## config.mk

```make
export PLATFORM = sky130hd
export DESIGN_NAME = square_rain_engine
export DESIGN_NICKNAME = d
export VERILOG_FILES = /design/src/rtl/square_rain_engine_pkg.sv /design/src/rtl/square_rain_engine_pixel_scan.sv /design/src/rtl/square_rain_engine.sv
export SDC_FILE = /design/constraint.sdc
export NUM_CORES = 1
export LEC_CHECK = 0
export BUFFER_PORTS_ARGS = -buffer_cell sky130_fd_sc_hd__clkbuf_2
export CAP_MARGIN = 5
export CORE_AREA = 5 5 81 83
export DETAILED_ROUTE_END_ITERATION = 8
export DIE_AREA = 0 0 86 88
export PLACE_DENSITY = 0.65
export SETUP_SLACK_MARGIN = 0.5
export SYNTH_ARGS = -nofsm -noshare
export SYNTH_HDL_FRONTEND = slang
export SYNTH_SLANG_ARGS = --single-unit
```

## constraint.sdc

```tcl
create_clock -name clock -period 3.6 [get_ports clock]
set_input_delay 0.18 -clock clock [delete_from_list [all_inputs] [get_ports clock]]
set_output_delay 0.18 -clock clock [all_outputs]
set_load 0.03 [all_outputs]
```

## src/rtl/square_rain_engine_pkg.sv

```systemverilog
// Shared FSM encoding, screen/colour defaults and LFSR helper for the square rain engine.
// The LFSR items exist only when SQ_RESPAWN_RAND_EN is defined.
package square_rain_engine_pkg;

  typedef enum logic [2:0] {
    ST_IDLE,
    ST_ERASE,
    ST_MOVE,
    ST_DRAW,
    ST_NEXT,
    ST_DONE
  } state_t;

  localparam int unsigned SCREEN_W_DEF = 160;
  localparam int unsigned SCREEN_H_DEF = 120;
  localparam int unsigned COLOR_W_DEF  = 3;
  localparam logic [COLOR_W_DEF-1:0] FG_COLOR_DEF = 3'b100;
  localparam logic [COLOR_W_DEF-1:0] BG_COLOR_DEF = 3'b000;

`ifdef SQ_RESPAWN_RAND_EN
  localparam int unsigned LFSR_W = 8;
  localparam logic [LFSR_W-1:0] LFSR_SEED = 8'hA5;

  // Fibonacci step, taps 8,6,5,4.
  function automatic logic [LFSR_W-1:0] lfsr_advance(input logic [LFSR_W-1:0] s);
    return {s[6:0], s[7] ^ s[5] ^ s[4] ^ s[3]};
  endfunction
`endif

endpackage

```

## src/rtl/square_rain_engine_pixel_scan.sv

```systemverilog
// Row-major dx/dy scan over one SQ_SIZE x SQ_SIZE square; done_c flags the final pixel.
module square_pixel_scan #(
  parameter int unsigned SQ_SIZE = 4,
  parameter int unsigned C_W     = (SQ_SIZE > 1) ? $clog2(SQ_SIZE) : 1
) (
  input  logic           clock,
  input  logic           reset,
  input  logic           run,
  output logic [C_W-1:0] dx,
  output logic [C_W-1:0] dy,
  output logic           done_c
);

  logic row_end_c;
  logic col_end_c;

  assign row_end_c = (dx == C_W'(SQ_SIZE - 1));
  assign col_end_c = (dy == C_W'(SQ_SIZE - 1));
  assign done_c    = run && row_end_c && col_end_c;

  // Counter wraps to (0,0) after the last pixel, so each scan starts clean.
  always_ff @(posedge clock or negedge reset) begin
    if (!reset) begin
      dx <= '0;
      dy <= '0;
    end else if (run) begin
      if (row_end_c) begin
        dx <= '0;
        dy <= col_end_c ? '0 : dy + 1'b1;
      end else begin
        dx <= dx + 1'b1;
      end
    end
  end

endmodule

```

## src/rtl/square_rain_engine.sv

```systemverilog
// Falling-squares drawing engine: erase, move and redraw every square once per frame tick.
// Define SQ_RESPAWN_RAND_EN to respawn wrapped squares at an LFSR-chosen column.
module square_rain_engine
  import square_rain_engine_pkg::*;
#(
  parameter int unsigned NUM_SQ   = 4,
  parameter int unsigned SQ_SIZE  = 4,
  parameter int unsigned STEP     = 1,
  parameter int unsigned SCREEN_W = SCREEN_W_DEF,
  parameter int unsigned SCREEN_H = SCREEN_H_DEF,
  parameter int unsigned X_W      = 8,
  parameter int unsigned Y_W      = 7,
  parameter int unsigned COLOR_W  = COLOR_W_DEF,
  parameter logic [COLOR_W-1:0] FG_COLOR = FG_COLOR_DEF,
  parameter logic [COLOR_W-1:0] BG_COLOR = BG_COLOR_DEF
) (
  input  logic               clock,
  input  logic               reset,
  input  logic               enable,
  input  logic               frame_tick,
  output logic [X_W-1:0]     x,
  output logic [Y_W-1:0]     y,
  output logic [COLOR_W-1:0] color,
  output logic               plot,
  output logic               busy,
  output logic               finish_drawing,
  output logic               overrun
);

  localparam int unsigned IDX_W   = (NUM_SQ > 1) ? $clog2(NUM_SQ) : 1;
  localparam int unsigned C_W     = (SQ_SIZE > 1) ? $clog2(SQ_SIZE) : 1;
  localparam int unsigned X_PITCH = SCREEN_W / NUM_SQ;
  localparam int unsigned Y_PITCH = (SCREEN_H - SQ_SIZE) / NUM_SQ;
  localparam int unsigned Y_MAX   = SCREEN_H - SQ_SIZE;

  state_t             state;
  state_t             state_next;
  logic [IDX_W-1:0]   idx;
  logic [X_W-1:0]     sq_x [NUM_SQ];
  logic [Y_W-1:0]     sq_y [NUM_SQ];
  logic [C_W-1:0]     dx;
  logic [C_W-1:0]     dy;
  logic               scan_run;
  logic               scan_done_c;
  logic [Y_W:0]       y_sum;
  logic               wrap;
  logic [X_W-1:0]     x_next;
  logic [Y_W-1:0]     y_next;
  logic [COLOR_W-1:0] color_next;
  logic               plot_next;

  square_pixel_scan #(
    .SQ_SIZE (SQ_SIZE),
    .C_W     (C_W)
  ) u_scan (
    .clock  (clock),
    .reset  (reset),
    .run    (scan_run),
    .dx     (dx),
    .dy     (dy),
    .done_c (scan_done_c)
  );

  // One extra bit so the bottom-edge test cannot overflow.
  assign y_sum = {1'b0, sq_y[idx]} + (Y_W+1)'(STEP);
  assign wrap  = (y_sum > (Y_W+1)'(Y_MAX));

`ifdef SQ_RESPAWN_RAND_EN
  localparam int unsigned X_RANGE = SCREEN_W - SQ_SIZE;

  logic [LFSR_W-1:0] lfsr;
  logic [X_W-1:0]    x_respawn;

  always_ff @(posedge clock or negedge reset) begin
    if (!reset) lfsr <= LFSR_SEED;
    else        lfsr <= lfsr_advance(lfsr);
  end

  assign x_respawn = ({1'b0, lfsr} >= (LFSR_W+1)'(X_RANGE))
                   ? X_W'(lfsr - LFSR_W'(X_RANGE)) : X_W'(lfsr);
`endif

  always_ff @(posedge clock or negedge reset) begin
    if (!reset) state <= ST_IDLE;
    else        state <= state_next;
  end

  // Next state and the pixel presented on the following cycle.
  always_comb begin
    state_next = state;
    scan_run   = 1'b0;
    plot_next  = 1'b0;
    color_next = BG_COLOR;
    x_next     = sq_x[idx] + X_W'(dx);
    y_next     = sq_y[idx] + Y_W'(dy);
    case (state)
      ST_IDLE:  if (frame_tick && enable) state_next = ST_ERASE;
      ST_ERASE: begin
        scan_run  = 1'b1;
        plot_next = 1'b1;
        if (scan_done_c) state_next = ST_MOVE;
      end
      ST_MOVE:  state_next = ST_DRAW;
      ST_DRAW:  begin
        scan_run   = 1'b1;
        plot_next  = 1'b1;
        color_next = FG_COLOR;
        if (scan_done_c) state_next = ST_NEXT;
      end
      ST_NEXT:  state_next = (idx == IDX_W'(NUM_SQ - 1)) ? ST_DONE : ST_ERASE;
      ST_DONE:  state_next = ST_IDLE;
      default:  state_next = ST_IDLE;
    endcase
  end

  always_ff @(posedge clock or negedge reset) begin
    if (!reset) begin
      idx <= '0;
      for (int i = 0; i < NUM_SQ; i++) begin
        sq_x[i] <= X_W'(i * X_PITCH);
        sq_y[i] <= Y_W'(i * Y_PITCH);
      end
    end else begin
      if (state == ST_IDLE) begin
        idx <= '0;
      end else if (state == ST_NEXT && state_next == ST_ERASE) begin
        idx <= idx + 1'b1;
      end
      if (state == ST_MOVE) begin
        sq_y[idx] <= wrap ? '0 : y_sum[Y_W-1:0];
`ifdef SQ_RESPAWN_RAND_EN
        if (wrap) sq_x[idx] <= x_respawn;
`endif
      end
    end
  end

  // busy/finish follow the next state so a tick during DONE counts as overrun.
  always_ff @(posedge clock or negedge reset) begin
    if (!reset) begin
      x              <= '0;
      y              <= '0;
      color          <= '0;
      plot           <= 1'b0;
      busy           <= 1'b0;
      finish_drawing <= 1'b0;
      overrun        <= 1'b0;
    end else begin
      x              <= x_next;
      y              <= y_next;
      color          <= color_next;
      plot           <= plot_next;
      busy           <= (state_next != ST_IDLE);
      finish_drawing <= (state_next == ST_DONE);
      if (frame_tick && state != ST_IDLE) overrun <= 1'b1;
    end
  end

endmodule

```

==> impl_metrics.env <==
export IMPL_wl_per_cell_um=15.08
export IMPL_grt_pass1_vias=1840
export IMPL_syn_area_per_cell_um2=10.70
export IMPL_final_hold_viol_count=29
export IMPL_final_cell_mix="nand2_1 (47), dfrtp_1 (37), clkbuf_2 (17)"
export IMPL_final_nets=275
export IMPL_ant_nets=0
export IMPL_p_int_mw=1.085
export IMPL_finalClockSkew_ns=0.008527
export IMPL_diodes=0
export IMPL_dp_hpwl_mm=3.652
export IMPL_p_seq_share_pct=43.8
export IMPL_io_buffers=17
export IMPL_ys_types=45
export IMPL_hold_class="in -> async"
export IMPL_clockRootBuffer="clkbuf_8"
export IMPL_post_route_drc_count=0
export IMPL_critical_path_class="reg -> reg"
export IMPL_clkTransAtPathRegs_ns=0.09
export IMPL_drive_above_1_share_pct=22.52
export IMPL_cp_max_fo=16
export IMPL_slew_headroom_pct=42.09
export IMPL_start_util_pct=45.74
export IMPL_report_final_slew_viol_count=0
export IMPL_post_synth_top_area_fraction_pct=35.97
export IMPL_cts_tree="yes"
export IMPL_violations="negative hold slack"
export IMPL_clock_sinks=51
export IMPL_synth_area_um2=2644
export IMPL_p_leak_nw=1.210
export IMPL_cap_violations=0
export IMPL_syn_inst=247
export IMPL_fmax_mhz=355.7
export IMPL_layout_cells_most_common="nand2_1"
export IMPL_die_w_um=86
export IMPL_rsz0062_at_grt="no"
export IMPL_p_per_area_nw_per_um2=590.5
export IMPL_period_share_pct=78.10
export IMPL_yosys_top_cells_area="dfrtp_1 (36%), dfstp_2 (13%), nand2_1 (6.7%), mux4_1 (5.0%), ha_1 (4.3%)"
export IMPL_yosys_warnings=32
export IMPL_endpoint_kind="flop"
export IMPL_antenna_found_initial=0
export IMPL_whs_ns=-0.03217
export IMPL_synth_top_area_cell="dfrtp_1"
export IMPL_start_kind="flop"
export IMPL_rows=28
export IMPL_p_sw_share_pct=35.73
export IMPL_comb_power_share_pct=32.6
export IMPL_power_switching_mw=0.6032
export IMPL_vias=1845
export IMPL_setup_viol=0
export IMPL_die_h_um=88
export IMPL_post_cts_buffers=0
export IMPL_grt_remaining_overflow=0
export IMPL_grt_usage_pct=15.19
export IMPL_drt_iter0_drc=84
export IMPL_grt_max_degree=37
export IMPL_dr_pass1_iters=4
export IMPL_vias_per_cell=5.475
export IMPL_setup_tns_ns=0
export IMPL_required_ns=3.79
export IMPL_coreArea_um2=5781
export IMPL_status="finished with violations"
export IMPL_grt_pass1_wl_mm=8.921
export IMPL_vdd_ir_drop_max_mv=0.2793
export IMPL_period_minus_slack_ns=2.811
export IMPL_worst_slew_pin_slew_ns=0.8687
export IMPL_synth_seq_cells=51
export IMPL_gp_congestion=0.7573
export IMPL_power_frac_clock_pct=23.6
export IMPL_drt_wl_total_mm=5.081
export IMPL_insertion_delay_ns=0.31
export IMPL_cp_data_arrival_time_ns=3.00
export IMPL_cts_buffers=5
export IMPL_clockBufferDepth=2
export IMPL_dieArea_um2=7568
export IMPL_syn2layout_area_growth_pct=8.140
export IMPL_htreeDepth=2
export IMPL_hold_buffers=0
export IMPL_ioPinCount=26
export IMPL_ys_seq_area_share_pct=48.89
==> layer usage <==
metal | track usage [%] | up-vias | part of all wire (%)
met4 | 6.475 | 0 | 2.0
met3 | 3.293 | 9 | 6.2
met1 | 19.14 | 886 | 46
met2 | 25.30 | 60 | 46
met5 | 0 | - | 0
li1 | - | 890 | -
==> layout make-up <==
class                   count  area (µm²)
fillers                   533        2922
flip-flops and latches     51        1294
multi-input cells         174        1217
repair buffers             20       107.6
well taps                  75       93.84
clock buffers               5       68.82
clock inverters             3       43.79
inverters                   9       33.78
==> worst max-delay path: stages, from the launching register on <==
cell	delay, ns
dfrtp_2	0.54
mux4_1	0.74
ha_1	0.27
inv_1	0.16
o211ai_1	0.17
a222oi_1	0.38
buf_4	0.31
o21ai_0	0.12
==> sequential cells by signal, indices dropped and copies added, names as in the netlist <==
signal,flops
sq_y,28
y,7
state,3
idx,2
u_scan.dx,2
u_scan.dy,2
x,2
busy,1
color,1
finish_drawing,1
overrun,1
plot,1
==> what timing repair did <==
action                                  4_1_cts  5_1_grt
resized for setup                             0        1
endpoints found under the setup margin        0       16
endpoints found under the hold margin         0        0
==> power groups by stage <==
stage | combinational [mW] | clock (mW) | sequential, mW
after floorplan | 0.364 | 0 | 0.819
after global routing | 0.618 | 0.431 | 0.755
after global placement | 0.547 | 0 | 0.749
final | 0.551 | 0.398 | 0.739
after CTS | 0.558 | 0.414 | 0.741
after detailed placement | 0.556 | 0 | 0.752
==> logic make-up (layout without fill, tap and decap cells) <==
kind of cell / after synthesis / in the layout / share of synthesized area, %
AO/OA/AOI/OAI: 52 / 52 / 13.96
XOR/XNOR: 8 / 8 / 2.650
adder cells (fa/ha/maj): 10 / 10 / 5.017
buffers and inverters: 29 / 37 / 6.057
flip-flops: 51 / 51 / 48.89
multiplexers: 11 / 11 / 8.329
other: 1 / 8 / 0.1418
AND/OR/NAND/NOR: 85 / 85 / 14.96
==> Yosys cell counts (all sizes together) <==
master and n:
o211ai 1, nor2b 1, mux2i 1, nand4 3, and3b 1, fa 1
a22oi 3, o31ai 8, a222oi 1, dfrtp 38, a221o 1, nand2 47
a211o 1, or3 4, a21oi 2, nor2 5, a31oi 4, dfstp 13
o21ai 22, o22ai 2, a21o 3, clkbuf 4, o21a 2, nand3b 1
ha 9, and2 7, xor2 2, nor3b 1, and4b 1, buf 16
and3 1, mux4 7, conb 1, mux2 3, nand3 11, inv 9
xnor2 6, nor3 2, a221oi 1, a31o 1
==> path summary, 6_finish.rpt <==
kind / from / end / slack (ns) / cells past startpoint
hold / removal: reset / x[0] / -0.03 / 1
max in group asynchronous: reset / sq_y[1] / 2.82 / 2
setup reg to reg: idx[0] / sq_y[25] / 0.79 / 7
min in group clock: frame_tick / overrun / 0.09 / 2
setup / recovery: idx[0] / sq_y[25] / 0.79 / 7
hold reg to reg: u_scan.dx[1] / x[1] / 0.41 / 0
==> per-stage QoR <==
stage / worst slack [ns] / utilization, % / area [µm²] / power, mW / instances
after floorplan: 0.8704 / - / 2670 / 1.182 / 254
after global placement: 0.7238 / 47.49 / 2745 / 1.296 / 329
after detailed placement: 0.6382 / 47.49 / 2745 / 1.309 / 329
after CTS: 0.6145 / 49.44 / 2858 / 1.714 / 337
after global routing: 0.5058 / 49.46 / 2859 / 1.805 / 337
final: 0.7886 / 49.46 / 2859 / 1.688 / 337
(Power assumes the default switching activity.)
